## config.mk

```make
export PLATFORM = sky130hd
export DESIGN_NAME = adc_serie_lector
export DESIGN_NICKNAME = d
export VERILOG_FILES = /design/src/rtl/adc_serie_lector_pkg.sv /design/src/rtl/adc_serie_lector_sincronizador.sv /design/src/rtl/adc_serie_lector.sv
export SDC_FILE = /design/constraint.sdc
export NUM_CORES = 1
export LEC_CHECK = 0
export ABC_AREA = 1
export CORE_AREA = 2 2 65 67
export CTS_BUF_LIST = sky130_fd_sc_hd__clkbuf_16
export DETAILED_ROUTE_END_ITERATION = 8
export DIE_AREA = 0 0 67 69
export DONT_BUFFER_PORTS = 1
export GPL_TIMING_DRIVEN = 0
export PLACE_DENSITY_LB_ADDON = 0.1
export SETUP_SLACK_MARGIN = 0.2
export SLEW_MARGIN = 20
export SYNTH_ARGS = -nofsm -noshare
export SYNTH_HDL_FRONTEND = slang
export SYNTH_SLANG_ARGS = --single-unit
```

## constraint.sdc

```tcl
create_clock -name reloj -period 2 [get_ports reloj]
set_input_delay 0.6 -clock reloj [delete_from_list [all_inputs] [get_ports reloj]]
set_output_delay 0.6 -clock reloj [all_outputs]
set_load 0.05 [all_outputs]
```

## src/rtl/adc_serie_lector_pkg.sv

```systemverilog
// Shared definitions for the serial ADC front-end and its downstream stages.
//   - estado_e    : frame sequencer state encoding
//   - AdcWidth    : ADC result width, also used by the 8-to-4 reduction stage
//   - Def*        : default timing parameters
//   - cnt_width() : counter width for a counter that wraps at 'modulus'
package adc_serie_lector_pkg;

  localparam int unsigned AdcWidth     = 8;
  localparam int unsigned DefClkDiv    = 50;
  localparam int unsigned DefStartBits = 1;
  localparam int unsigned DefGap       = 100;

  typedef enum logic [2:0] {
    StIdle,
    StSetup,
    StShift,
    StDone,
    StGap
  } estado_e;

  // Bits needed to count 0 .. modulus-1; never less than one bit.
  function automatic int unsigned cnt_width(input int unsigned modulus);
    return (modulus < 2) ? 1 : $clog2(modulus);
  endfunction

endpackage

```

## src/rtl/adc_serie_lector_sincronizador.sv

```systemverilog
// Generic 2-flop synchronizer for signals crossing into the 'reloj' domain.
// Ports:
//   reloj : destination clock
//   reset : synchronous, active-high; both stages clear to 0
//   d     : asynchronous input
//   q     : synchronized output, two 'reloj' cycles of latency
module sincronizador #(
  parameter int unsigned W = 1
) (
  input  logic         reloj,
  input  logic         reset,
  input  logic [W-1:0] d,
  output logic [W-1:0] q
);

  logic [W-1:0] meta_q;
  logic [W-1:0] sync_q;

  always_ff @(posedge reloj) begin
    if (reset) begin
      meta_q <= '0;
      sync_q <= '0;
    end else begin
      meta_q <= d;
      sync_q <= meta_q;
    end
  end

  assign q = sync_q;

endmodule

```

## src/rtl/adc_serie_lector.sv

```systemverilog
// Serial ADC front-end for an ADC0831-style converter (CS, SCLK, MSB-first DOUT).
// Runs one conversion per frame and presents the result as a held parallel word.
// Ports:
//   reloj    : system clock
//   reset    : synchronous, active-high
//   en       : level; while high, frames run back-to-back
//   adc_dout : ADC serial data, asynchronous to reloj
//   adc_cs_n : ADC chip select, active low
//   adc_sclk : ADC serial clock, period 2*CLK_DIV
//   Ocho     : last completed conversion, held between frames
//   valido   : one-cycle pulse when Ocho updates
//   ocupado  : high while a frame is in progress
module adc_serie_lector
  import adc_serie_lector_pkg::*;
#(
  parameter int unsigned CLK_DIV    = DefClkDiv,
  parameter int unsigned START_BITS = DefStartBits,
  parameter int unsigned DATA_W     = AdcWidth,
  parameter int unsigned GAP        = DefGap
) (
  input  logic              reloj,
  input  logic              reset,
  input  logic              en,
  input  logic              adc_dout,
  output logic              adc_cs_n,
  output logic              adc_sclk,
  output logic [DATA_W-1:0] Ocho,
  output logic              valido,
  output logic              ocupado
);

  localparam int unsigned N  = START_BITS + DATA_W;
  localparam int unsigned HW = cnt_width(CLK_DIV);
  localparam int unsigned PW = cnt_width(N + 1);
  localparam int unsigned GW = cnt_width(GAP + 1);

  localparam logic [HW-1:0] HLast = HW'(CLK_DIV - 1);
  localparam logic [PW-1:0] PLast = PW'(N - 1);
  localparam logic [GW-1:0] GLast = GW'(GAP - 1);

  estado_e           state_q, state_d;
  logic [HW-1:0]     hcnt_q, hcnt_d;
  logic [PW-1:0]     pcnt_q, pcnt_d;
  logic [GW-1:0]     gcnt_q, gcnt_d;
  logic              phase_q, phase_d;  // 1 while SCLK is in its high half
  logic [DATA_W-1:0] shift_q, shift_d;
  logic [DATA_W-1:0] ocho_q, ocho_d;
  logic              cs_n_q, sclk_q, valido_q, ocupado_q;
  logic              dout_s;

  sincronizador #(
    .W(1)
  ) u_sincronizador (
    .reloj(reloj),
    .reset(reset),
    .d    (adc_dout),
    .q    (dout_s)
  );

  always_comb begin
    state_d = state_q;
    hcnt_d  = hcnt_q;
    pcnt_d  = pcnt_q;
    gcnt_d  = gcnt_q;
    phase_d = phase_q;
    shift_d = shift_q;
    ocho_d  = ocho_q;

    unique case (state_q)
      StIdle: begin
        if (en) begin
          state_d = StSetup;
          hcnt_d  = '0;
        end
      end

      StSetup: begin
        if (hcnt_q == HLast) begin
          hcnt_d  = '0;
          pcnt_d  = '0;
          phase_d = 1'b1;
          state_d = StShift;
        end else begin
          hcnt_d = hcnt_q + 1'b1;
        end
      end

      StShift: begin
        if (hcnt_q != HLast) begin
          hcnt_d = hcnt_q + 1'b1;
        end else begin
          hcnt_d = '0;
          if (phase_q) begin
            // End of the high half: data has been stable long enough to
            // pass through the synchronizer. Leading dummy samples are dropped.
            phase_d = 1'b0;
            if (32'(pcnt_q) + 32'd1 > START_BITS) begin
              shift_d = {shift_q[DATA_W-2:0], dout_s};
            end
          end else if (pcnt_q == PLast) begin
            // Load on entry to DONE so Ocho and valido change on the same edge.
            pcnt_d  = '0;
            ocho_d  = shift_q;
            state_d = StDone;
          end else begin
            phase_d = 1'b1;
            pcnt_d  = pcnt_q + 1'b1;
          end
        end
      end

      StDone: begin
        gcnt_d = '0;
        if (GAP == 0) begin
          state_d = en ? StSetup : StIdle;
        end else begin
          state_d = StGap;
        end
      end

      StGap: begin
        if (gcnt_q == GLast) begin
          gcnt_d  = '0;
          hcnt_d  = '0;
          state_d = en ? StSetup : StIdle;
        end else begin
          gcnt_d = gcnt_q + 1'b1;
        end
      end

      default: state_d = StIdle;
    endcase
  end

  // Outputs are registered from the next state so they change cleanly on the
  // same edge as the state they describe.
  always_ff @(posedge reloj) begin
    if (reset) begin
      state_q   <= StIdle;
      hcnt_q    <= '0;
      pcnt_q    <= '0;
      gcnt_q    <= '0;
      phase_q   <= 1'b0;
      shift_q   <= '0;
      ocho_q    <= '0;
      cs_n_q    <= 1'b1;
      sclk_q    <= 1'b0;
      valido_q  <= 1'b0;
      ocupado_q <= 1'b0;
    end else begin
      state_q   <= state_d;
      hcnt_q    <= hcnt_d;
      pcnt_q    <= pcnt_d;
      gcnt_q    <= gcnt_d;
      phase_q   <= phase_d;
      shift_q   <= shift_d;
      ocho_q    <= ocho_d;
      cs_n_q    <= !((state_d == StSetup) || (state_d == StShift));
      sclk_q    <= (state_d == StShift) && phase_d;
      valido_q  <= (state_d == StDone);
      ocupado_q <= (state_d != StIdle);
    end
  end

  assign adc_cs_n = cs_n_q;
  assign adc_sclk = sclk_q;
  assign Ocho     = ocho_q;
  assign valido   = valido_q;
  assign ocupado  = ocupado_q;

endmodule

```

==> flow_metrics.env <==
export IMPL_synth_top_cell_area_share=0.4187
export IMPL_arrival_ns=1.83
export IMPL_io_buffers=0
export IMPL_fill_cells=384
export IMPL_fp_row_count=23
export IMPL_synth_edff_count=0
export IMPL_ys_ff_latch=43
export IMPL_hold_viol_final=0
export IMPL_use_met3=0.06036
export IMPL_gp_congestion=0.8614
export IMPL_synth_area_leaders="dfxtp_1 42%, nand2_1 9.7%, inv_1 6.9%"
export IMPL_dp_final_hpwl_um=2857
export IMPL_via_per_inst=5.058
export IMPL_final_cell_count_no_fill=342
export IMPL_num_nets_final=301
export IMPL_startpoint_type="flip-flop"
export IMPL_synthArstFlopShare=0
export IMPL_num_io_pins=16
export IMPL_dieArea_um2=4623
export IMPL_drcViolationCount=0
export IMPL_yosysSeqAreaShare=0.4187
export IMPL_tns_ns=0
export IMPL_grt_use_met1=0.2561
export IMPL_relSlewSlack=0.6408
export IMPL_grt_ovfl_total=0
export IMPL_core_area_um2=3914
export IMPL_tightest_slew_ns=0.5380
export IMPL_ant_nets=0
export IMPL_start_util=0.5253
export IMPL_drt_iter0_drc=132
export IMPL_cp_required_ns=2.17
export IMPL_grt_max_degree=14
export IMPL_antenna_cells=0
export IMPL_power_frac_comb=0.041
export IMPL_cts_hold_buf=0
export IMPL_routedWlPerCell_um=11.78
export IMPL_grt_first_pass_wirelength_um=6955
export IMPL_synth_ff_type="dfxtp_1"
export IMPL_die_h_um=69
export IMPL_cts_sink_count=43
export IMPL_worst_path_max_fanout=9
export IMPL_crit_path_top_delay_cell="dfxtp_1"
export IMPL_antenna_found_initial=0
export IMPL_htreeDepth=2
export IMPL_regArea_um2=862.1
export IMPL_drv_cap=0
export IMPL_p_leak_nw=0.9388
export IMPL_min_path_type="reg -> reg"
export IMPL_drive_above_1_share=0.1164
export IMPL_drt_wl_total_um=4029
export IMPL_yosysUniqueCellTypes=30
export IMPL_drt_pass1_iterations=4
export IMPL_path_common_cell="nor2_1"
export IMPL_post_route_min_period_ns=1.653
export IMPL_clkPwrFrac=0.447
export IMPL_path_clk_slew_ns=0.06
export IMPL_synth_fp_nets=294
export IMPL_clock_latency_ns=0.28
export IMPL_finalClockSkew_ns=0.002034
export IMPL_fmax_mhz=604.9
export IMPL_cts_made_buffers=5
export IMPL_synth_top_area_cell="dfxtp_1"
export IMPL_post_synth_cell_area_avg_um2=7.238
export IMPL_reg2reg_slack_ns=0.35
export IMPL_crit_type="reg -> reg"
export IMPL_top_usage_layer="met2"
export IMPL_seq_power_share=0.512
export IMPL_cpPeakStageDelay_ns=0.39
export IMPL_p_switching_mw=0.3865
export IMPL_syn_inst=284
export IMPL_dp_cells=334
export IMPL_fin_crit_sh=0.8266
export IMPL_critPathCaptureType="flip-flop"
export IMPL_grt_pass1_vias=1557
export IMPL_rsz0062_at_grt="false"
export IMPL_areaGrowthSynthToFinish_pct=10.29
export IMPL_status="complete, no violations"
export IMPL_swShare=0.2231
export IMPL_synth_warnings=0
export IMPL_power_density_nw_per_um2=764.3
export IMPL_setup_violations=0
export IMPL_slew_violations=0
export IMPL_cts_root_buffer="clkbuf_16"
export IMPL_fp_dieW_um=67
export IMPL_vias=1730
export IMPL_grt_util_all_layers=0.1921
export IMPL_internal_power_mw=1.346
export IMPL_clockBufferDepth=2
export IMPL_post_cts_buffers=0
export IMPL_finalPower_mw=1.733
export IMPL_cts_tree="built"
export IMPL_cp_cell_sequence="inv_1, ha_1, o21bai_1, nand3_1, nand2_4, clkinv_4, nor2_1, nor2_1"
export IMPL_ir_drop_mv=0.4211
export IMPL_synthesis_area_um2=2056
export IMPL_multi_input_area_um2=998.5
export IMPL_use_met2=0.2959
==> power by group through the flow <==
stage / Clock, mW / Sequential, mW / Combinational (mW)
finish: 0.774 / 0.887 / 0.0714
global route: 0.840 / 0.888 / 0.0813
CTS: 0.796 / 0.887 / 0.0710
detailed placement: 0 / 0.906 / 0.0706
global placement: 0 / 0.906 / 0.0700
floorplan: 0 / 0.904 / 0.0556
==> routing by layer <==
| metal | part of all wire | vias up |
|---|---|---|
| met3 | 0.032 | 2 |
| met4 | 0.0072 | 0 |
| met2 | 0.46 | 30 |
| met5 | 0 | - |
| li1 | - | 929 |
| met1 | 0.50 | 769 |
==> cell usage in the layout (no fill, tap or decap) <==
cell / n
nand2_1: 52
dfxtp_1: 42
inv_1: 38
nor2_1: 37
a21oi_1: 23
nand3_1: 18
o21ai_0: 16
o21bai_1: 10
nand4_1: 7
ha_1: 6
inv_2: 5
nand3_2: 5
clkbuf_16: 5
clkinv_2: 4
nor2_4: 2
clkbuf_1: 2
o211ai_1: 2
buf_2: 2
nor3_2: 2
nand2_2: 2
nand2_4: 1
clkinv_4: 1
a21oi_2: 1
buf_6: 1
o21ai_1: 1
xor2_1: 1
nor3_1: 1
or2_1: 1
or2_2: 1
a211oi_1: 1
nor2_2: 1
dfxtp_2: 1
==> synth_stat cells (2+ instances only) <==
| cell | instances |
|---|---|
| nand3_1 | 19 |
| buf_2 | 2 |
| nand4_1 | 7 |
| inv_1 | 38 |
| a21oi_1 | 23 |
| o21bai_1 | 10 |
| nand2_1 | 53 |
| nor2_1 | 37 |
| clkbuf_1 | 2 |
| nor2_4 | 2 |
| ha_1 | 6 |
| o21ai_0 | 16 |
| nor3_2 | 2 |
| inv_2 | 5 |
| o211ai_1 | 2 |
| nand3_2 | 4 |
| dfxtp_1 | 43 |
==> final timing paths <==
check | from | endpoint | depth (start not counted)
setup / recovery | pcnt_q[0] | shift_q[1] | 8
hold / removal | u_sincronizador.meta_q | u_sincronizador.q | 2
setup reg to reg | pcnt_q[0] | shift_q[1] | 8
hold reg to reg | u_sincronizador.meta_q | u_sincronizador.q | 2
==> sequential cells by signal, summed over array words and instances (netlist names), 3 cells and up <==
name     cells
hcnt_q       6
state_q      3
Ocho         8
shift_q      8
gcnt_q       7
pcnt_q       4
==> logic make-up (layout without fill, tap and decap cells) <==
| group | Yosys count | after routing | share of synthesized area |
|---|---|---|---|
| AOI/OAI and AO/OA | 54 | 54 | 0.1491 |
| xor gates and xnor gates | 1 | 1 | 0.004261 |
| adders and majority gates | 6 | 6 | 0.03652 |
| buffers and inverters | 50 | 58 | 0.09921 |
| DFF | 43 | 43 | 0.4187 |
| and+or+nand+nor | 130 | 130 | 0.2922 |
==> final cells by class <==
| type | instances | area share |
|---|---|---|
| clock buffer | 5 | 0.05519 |
| clock inverter | 3 | 0.006623 |
| multi-input combinational | 191 | 0.4404 |
| inverter | 45 | 0.07726 |
| buffer | 5 | 0.01269 |
| tap | 50 | 0.02759 |
| sequential | 43 | 0.3802 |
==> worst max-delay path, delay by kind of cell, from the launching register on <==
| kind | cells | cell delay (ns) |
|---|---|---|
| DFF | 1 | 0.39 |
| adders and majority gates | 1 | 0.32 |
| buffers and inverters | 2 | 0.21 |
| and+or+nand+nor | 4 | 0.46 |
| AOI/OAI and AO/OA | 1 | 0.16 |
==> stage by stage <==
| step | setup WS [ns] | area (µm²) | hold WS (ns) | util |
|---|---|---|---|---|
| after global routing | 0.2302 | 2267 | 0.4283 | 0.5793 |
| after floorplan | 0.5487 | 2056 | 0.3883 | - |
| after CTS | 0.3123 | 2258 | 0.4130 | 0.5770 |
| final | 0.3468 | 2267 | 0.4108 | 0.5793 |
| after detailed placement | 0.3198 | 2118 | 0.4049 | 0.5412 |
| after global placement | 0.3455 | 2118 | 0.4080 | 0.5412 |
==> timing repair <==
action                     CTS  global route
setup endpoints to repair    0             6
gates resized for setup      0             3
hold endpoints to repair     0             0
(Power assumes the default switching activity.)
